<file path="config.mk">
export PLATFORM = sky130hd
export DESIGN_NAME = next_pc_predictor
export DESIGN_NICKNAME = d
export VERILOG_FILES = /design/src/rtl/npc_pkg.sv /design/src/rtl/next_pc_predictor_ras.sv /design/src/rtl/next_pc_predictor.sv
export SDC_FILE = /design/constraint.sdc
export NUM_CORES = 2
export LEC_CHECK = 0
export ABC_AREA = 1
export CAP_MARGIN = 40
export CORE_MARGIN = 10
export CORE_UTILIZATION = 58
export CTS_CLUSTER_DIAMETER = 80
export DETAILED_ROUTE_END_ITERATION = 7
export DONT_BUFFER_PORTS = 1
export GPL_ROUTABILITY_DRIVEN = 0
export PLACE_DENSITY_LB_ADDON = 0.1
export SYNTH_ARGS = -nofsm -noshare
export SYNTH_HDL_FRONTEND = slang
export SYNTH_SLANG_ARGS = --single-unit
</file>
<file path="constraint.sdc">
create_clock -name CLOCK -period 8.3 [get_ports CLOCK]
set_clock_uncertainty 0.1 [all_clocks]
set_input_delay 2.49 -clock CLOCK [delete_from_list [all_inputs] [get_ports CLOCK]]
set_output_delay 2.49 -clock CLOCK [all_outputs]
set_load 0.01 [all_outputs]
</file>
<file path="src/rtl/npc_pkg.sv">
// ---------------------------------------------------------------------------
// npc_pkg
// Shared definitions for the fetch-stage next-PC predictor:
//   - control-flow kind encoding as reported by EX on UpdateKind_IN
//   - 2-bit direction counter states
//   - saturating counter helpers
// ---------------------------------------------------------------------------
package npc_pkg;

    localparam logic [1:0] KIND_BRANCH = 2'b00;
    localparam logic [1:0] KIND_JUMP   = 2'b01;
    localparam logic [1:0] KIND_CALL   = 2'b10;
    localparam logic [1:0] KIND_RETURN = 2'b11;

    localparam logic [1:0] CTR_SNT = 2'b00;
    localparam logic [1:0] CTR_WNT = 2'b01;
    localparam logic [1:0] CTR_WT  = 2'b10;
    localparam logic [1:0] CTR_ST  = 2'b11;

    function automatic logic [1:0] satInc(input logic [1:0] ctr);
        return (ctr == CTR_ST) ? CTR_ST : ctr + 2'd1;
    endfunction

    function automatic logic [1:0] satDec(input logic [1:0] ctr);
        return (ctr == CTR_SNT) ? CTR_SNT : ctr - 2'd1;
    endfunction

endpackage

</file>
<file path="src/rtl/next_pc_predictor_ras.sv">
// ---------------------------------------------------------------------------
// return_address_stack
// Circular return address stack. A push when full overwrites the oldest
// entry and the occupancy stays at RAS_DEPTH. A pop when empty is ignored.
// Ports:
//   clock, reset : rising-edge clock, asynchronous active-high reset
//   push         : store pushData as the new top
//   pop          : discard the top entry (ignored when empty)
//   pushData     : return address to push
//   top          : current top entry (meaningless while empty)
//   empty        : no entries held
// ---------------------------------------------------------------------------
module return_address_stack #(
    parameter int RAS_DEPTH  = 4,
    parameter int ADDR_WIDTH = 32
) (
    input  logic                  clock,
    input  logic                  reset,
    input  logic                  push,
    input  logic                  pop,
    input  logic [ADDR_WIDTH-1:0] pushData,
    output logic [ADDR_WIDTH-1:0] top,
    output logic                  empty
);

    localparam int PTRW = (RAS_DEPTH > 1) ? $clog2(RAS_DEPTH) : 1;
    localparam int CNTW = $clog2(RAS_DEPTH + 1);
    localparam logic [PTRW-1:0] LAST_SLOT = PTRW'(RAS_DEPTH - 1);
    localparam logic [CNTW-1:0] FULL_COUNT = CNTW'(RAS_DEPTH);

    logic [ADDR_WIDTH-1:0] stackMem [RAS_DEPTH];
    logic [PTRW-1:0]       writePtr;   // next free slot; top is the slot below
    logic [CNTW-1:0]       count;
    logic [PTRW-1:0]       ptrInc;
    logic [PTRW-1:0]       ptrDec;

    // Explicit wrap so non-power-of-two depths stay circular.
    assign ptrInc = (writePtr == LAST_SLOT) ? '0 : writePtr + 1'b1;
    assign ptrDec = (writePtr == '0) ? LAST_SLOT : writePtr - 1'b1;

    assign top   = stackMem[ptrDec];
    assign empty = (count == '0);

    always_ff @(posedge clock or posedge reset) begin
        if (reset) begin
            writePtr <= '0;
            count    <= '0;
        end else if (push) begin
            writePtr <= ptrInc;
            if (count != FULL_COUNT) begin
                count <= count + 1'b1;
            end
        end else if (pop && !empty) begin
            writePtr <= ptrDec;
            count    <= count - 1'b1;
        end
    end

    // Storage needs no reset: top is only consumed while not empty.
    always_ff @(posedge clock) begin
        if (push) begin
            stackMem[writePtr] <= pushData;
        end
    end

endmodule

</file>
<file path="src/rtl/next_pc_predictor.sv">
// ---------------------------------------------------------------------------
// next_pc_predictor
// Fetch-stage next-PC unit. Holds the PC and predicts the next fetch address
// with a direct-mapped BTB (tag, target, kind, 2-bit counter per entry) and a
// return address stack. EX trains the BTB and redirects fetch on mispredict.
// The RAS is speculative: pushes/pops follow predictions and it is not
// repaired when EX redirects.
// Ports:
//   CLOCK, RESET        : rising-edge clock, asynchronous active-high reset
//   Stall_IN            : hold PC and RAS
//   FetchAddress_OUT    : current PC
//   PredictedTaken_OUT  : next PC is non-sequential
//   PredictedTarget_OUT : predicted next PC
//   Update_IN, UpdateAddress_IN, UpdateTaken_IN, UpdateTarget_IN,
//   UpdateKind_IN       : EX resolution of one control-flow instruction
//   Mispredict_IN, RedirectAddress_IN : fetch redirect (beats Stall_IN)
// ---------------------------------------------------------------------------
module next_pc_predictor
    import npc_pkg::*;
#(
    parameter int                    ADDR_WIDTH  = 32,
    parameter int                    BTB_ENTRIES = 16,
    parameter int                    RAS_DEPTH   = 4,
    parameter logic [ADDR_WIDTH-1:0] RESET_PC    = 'h0040_0000
) (
    input  logic                  CLOCK,
    input  logic                  RESET,
    input  logic                  Stall_IN,
    output logic [ADDR_WIDTH-1:0] FetchAddress_OUT,
    output logic                  PredictedTaken_OUT,
    output logic [ADDR_WIDTH-1:0] PredictedTarget_OUT,
    input  logic                  Update_IN,
    input  logic [ADDR_WIDTH-1:0] UpdateAddress_IN,
    input  logic                  UpdateTaken_IN,
    input  logic [ADDR_WIDTH-1:0] UpdateTarget_IN,
    input  logic [1:0]            UpdateKind_IN,
    input  logic                  Mispredict_IN,
    input  logic [ADDR_WIDTH-1:0] RedirectAddress_IN
);

    localparam int IDXW = $clog2(BTB_ENTRIES);
    localparam int TAGW = ADDR_WIDTH - IDXW - 2;

    logic [ADDR_WIDTH-1:0] pc;

    logic                  btbValid  [BTB_ENTRIES];
    logic [TAGW-1:0]       btbTag    [BTB_ENTRIES];
    logic [ADDR_WIDTH-1:0] btbTarget [BTB_ENTRIES];
    logic [1:0]            btbKind   [BTB_ENTRIES];
    logic [1:0]            btbCtr    [BTB_ENTRIES];

    logic [IDXW-1:0]       lookupIdx;
    logic [TAGW-1:0]       lookupTag;
    logic [IDXW-1:0]       updIdx;
    logic [TAGW-1:0]       updTag;
    logic                  lookupHit;
    logic                  updHit;
    logic [1:0]            lookupKind;
    logic [ADDR_WIDTH-1:0] pcPlus4;
    logic                  advance;
    logic                  rasPush;
    logic                  rasPop;
    logic [ADDR_WIDTH-1:0] rasTop;
    logic                  rasEmpty;

    assign lookupIdx = pc[IDXW+1:2];
    assign lookupTag = pc[ADDR_WIDTH-1:IDXW+2];
    assign updIdx    = UpdateAddress_IN[IDXW+1:2];
    assign updTag    = UpdateAddress_IN[ADDR_WIDTH-1:IDXW+2];

    assign lookupHit  = btbValid[lookupIdx] && (btbTag[lookupIdx] == lookupTag);
    assign updHit     = btbValid[updIdx] && (btbTag[updIdx] == updTag);
    assign lookupKind = btbKind[lookupIdx];
    assign pcPlus4    = pc + ADDR_WIDTH'(4);

    // Lookup always sees the BTB as it was before this cycle's update.
    always_comb begin
        PredictedTaken_OUT  = 1'b0;
        PredictedTarget_OUT = pcPlus4;
        if (lookupHit && (lookupKind != KIND_BRANCH || btbCtr[lookupIdx][1])) begin
            PredictedTaken_OUT = 1'b1;
            if (lookupKind == KIND_RETURN && !rasEmpty) begin
                PredictedTarget_OUT = rasTop;
            end else begin
                PredictedTarget_OUT = btbTarget[lookupIdx];
            end
        end
    end

    assign FetchAddress_OUT = pc;

    // The RAS only moves when the fetch actually advances on its prediction.
    assign advance = !Stall_IN && !Mispredict_IN;
    assign rasPush = advance && PredictedTaken_OUT && (lookupKind == KIND_CALL);
    assign rasPop  = advance && PredictedTaken_OUT && (lookupKind == KIND_RETURN);

    return_address_stack #(
        .RAS_DEPTH  (RAS_DEPTH),
        .ADDR_WIDTH (ADDR_WIDTH)
    ) u_ras (
        .clock    (CLOCK),
        .reset    (RESET),
        .push     (rasPush),
        .pop      (rasPop),
        .pushData (pcPlus4),
        .top      (rasTop),
        .empty    (rasEmpty)
    );

    always_ff @(posedge CLOCK or posedge RESET) begin
        if (RESET) begin
            pc <= RESET_PC;
        end else if (Mispredict_IN) begin
            pc <= RedirectAddress_IN;
        end else if (!Stall_IN) begin
            pc <= PredictedTarget_OUT;
        end
    end

    // Valid bits and counters: the only BTB state that reset must clear.
    always_ff @(posedge CLOCK or posedge RESET) begin
        if (RESET) begin
            for (int i = 0; i < BTB_ENTRIES; i++) begin
                btbValid[i] <= 1'b0;
                btbCtr[i]   <= CTR_WNT;
            end
        end else if (Update_IN) begin
            if (UpdateTaken_IN) begin
                btbValid[updIdx] <= 1'b1;
                btbCtr[updIdx]   <= updHit ? satInc(btbCtr[updIdx]) : CTR_WT;
            end else if (updHit) begin
                btbCtr[updIdx] <= satDec(btbCtr[updIdx]);
            end
        end
    end

    // Tag/target/kind are written on every taken update (hit or allocate).
    always_ff @(posedge CLOCK) begin
        if (Update_IN && UpdateTaken_IN) begin
            btbTag[updIdx]    <= updTag;
            btbTarget[updIdx] <= UpdateTarget_IN;
            btbKind[updIdx]   <= UpdateKind_IN;
        end
    end

endmodule

</file>
==> run metrics <==
largest area contributor in the netlist edfxtp_1; Final #Nets between 5k and 6k; Post-synth ARST share 0.0725; Post-CTS Resized 0; top cell type's share of synthesized area 0.610; post-route DRC violation count 0; CP startpoint kind flip-flop; Tmin final 7.82 ns; CP Cell Sequence inv_8, buf_12, nand2_1, nand3_1, nand2_1, nand2_1, nand2_1, inv_1, nand2_1, nand2_1, nand2_1, nor2_1, nand2_1, nor2_1, nand2_1, nor2_4, buf_4, o21a_1, inv_1; CTS tree yes; first-pass GRT wire length 238,000 microns; die span in y 324 microns; Area growth syn-to-layout 10.1%; Leak 22.6 nW; status complete, no violations; post-CTS setup buffers 0; Seq/Total Area, Yosys 0.651; crit path kind reg -> out; final WL 162,000 microns; #FFs+latches synth 1,173; Synth cell types between 40 and 50; Routed Antenna Nets 0; CTS HTree Levels 3; initial core utilization 0.584; Post-Route Setup TNS 0 ns; largest net degree at the start of global routing 185; Slew headroom 0.407; CTS clock-pin slew for the worst setup and hold paths 0.06 ns; final slew viol count 0; Mean Syn Cell Area between 10 and 15 sq um; GRT overflow 0; clock sink total 1,173; die area 0.105 sq mm; crit path max-delay cell type dfrtp_4; maximum vdd drop ~0.0002 V; Max Buffers Root-to-Sink 3; cells after synthesis 5,293; Crit. End Element output port; Achievable Freq 128 MHz; RSZ-0062 raised after global routing no; Die X-Extent 324 microns; Slew @ Worst Pin ~0.9 ns; Setup Viol. Count Final 0; Root Buffer clkbuf_16; # rows 111; most used cell along the critical path nand2_1; CP delay by family, top buffers and inverters; I/O Pins 169; final hold vios 0; wire per inst 25.0 microns; initial antenna violation count 3; max_cap viols 0; layout cells sized above 1 0.0674; Worst Hold Class reg -> reg; Post-CTS Hold Fix Bufs 0; CP required between 5 and 6 ns; Via density 6.14; GRT Overall Usage 0.306; top cells by area, synth edfxtp_1 61%, nand2_1 9.0%, o21ai_0 4.4%, nor2_1 3.9%, inv_1 3.7%; DR vias approximately 40k; PwrDens between 200 and 250 mW/mm^2; Syn. warnings 0; core area 0.0917 sq mm; Worst Path Arrival 5.23 ns; clock buffer count from CTS 119; FF-to-FF path depth 20; Syn Std Cell Area about 0.054 sq mm; Most used DFF post-synth edfxtp_1; worst-path fanout max 126; Final Util 0.643; number of synthesized flops with an enable pin 1,088; 1st-iter DRT viols 4,514; Tcrit/Tclk final 0.942; router iterations before antenna repair 8; Largest stage delay, worst path 0.62 ns; critical path buffer and inverter count 5; vias in the first global route roughly 37k; Synth Net Count 5,403; worst-skew pair later-pin latency 0.74 ns; CP Depth 19; Detailed Place HPWL 94,600 microns; hold depth 2; Port Buf Inserts 0
final cells by class:
class / count / area, sq um
Sequential cell: 1173 / 34800
Fill cell: 7064 / 32700
Multi-Input combinational cell: 3264 / 15500
Clock buffer: 149 / 3090
Inverter: 542 / 2060
Tap cell: 1186 / 1480
Timing Repair Buffer: 105 / 1190
Clock inverter: 77 / 830
Antenna cell: 1 / 2.50
placed cells by master, fill, tap and decap left out, drive strengths merged, types with 68 or more instances in the layout:
master     n
a22oi    123
buf      105
clkbuf   149
dfrtp     68
edfxtp  1088
inv      540
nand2   1289
nand3    370
nor2     564
o21ai    499
o22ai    185
final timing paths:
check                                          end           startpoint  slack, ns
hold / removal                           btbCtr[6]            btbCtr[6]       0.37
setup reg to reg              u_ras.stackMem[0][7]  FetchAddress_OUT[2]       2.65
min in group asynchronous           u_ras.count[0]                RESET       1.59
hold reg to reg                          btbCtr[6]            btbCtr[6]       0.37
max in group asynchronous                btbCtr[7]                RESET       5.43
setup / recovery           PredictedTarget_OUT[14]  FetchAddress_OUT[2]       0.48
tightest hold or removal path, stage by stage (launching register included):
cell and delay (ns):
dfstp_2 0.37, nand2_1 0.05, nand2_1 0.05
layer usage:
| metal | vias up | wire, microns | share of wire | GRT usage |
|---|---|---|---|---|
| li1 | 18000 | - | - | - |
| met1 | 19200 | 62000 | 0.38 | 0.402 |
| met2 | 2205 | 73400 | 0.45 | 0.476 |
| met3 | 474 | 18500 | 0.11 | 0.0755 |
| met4 | 2 | 8420 | 0.052 | 0.146 |
| met5 | - | 10 | 0.000062 | 0 |
state kept, by name (all words and copies together), names as in the netlist:
| signal | count |
|---|---|
| FetchAddress_OUT | 32 |
| btbCtr | 32 |
| btbKind | 32 |
| btbTag | 416 |
| btbTarget | 512 |
| btbValid | 16 |
| u_ras.count | 3 |
| u_ras.stackMem | 128 |
| u_ras.writePtr | 2 |
stage by stage:
step	instances	cell area (sq um)	worst slack, ns	total power, mW	hold WS, ns
detailed placement	6270	55000	1.42	8.57	0.358
CTS	6496	58900	0.630	13.8	0.368
finish	6497	58900	0.480	13.9	0.367
floorplan	5293	53500	0.401	7.93	0.336
global placement	6257	54700	1.48	8.53	0.353
global route	6496	58900	0.254	14.3	0.378
logic make-up after synthesis:
family | count (synthesis) | share of synthesized area
AO/OA/AOI/OAI | 954 | 0.107
XOR/XNOR | 32 | 0.00524
adder cells (fa/ha/maj) | 6 | 0.00154
buffers and inverters | 856 | 0.0640
flip-flops | 1173 | 0.651
multiplexers | 1 | 0.000210
AND/OR/NAND/NOR | 2271 | 0.171
report_power, final:
group          internal [mW]  switching, mW  total [mW]
registers               6.59          0.113        6.70
clock network           3.03           2.32        5.35
logic                  0.485           1.33        1.81
total                   10.1           3.76        13.9
cell usage after synthesis (18+ instances only):
master,number
buf_4,18
dfrtp_1,68
buf_2,110
nor2_1,553
o21ai_0,472
o21a_1,30
o21ai_1,27
nand2_1,1286
a22oi_1,123
o211ai_1,45
o22ai_1,185
nand3_1,369
clkbuf_1,164
buf_1,21
inv_1,532
o221ai_1,54
xor2_1,30
edfxtp_1,1088
Power figures use the tool's default switching activity.
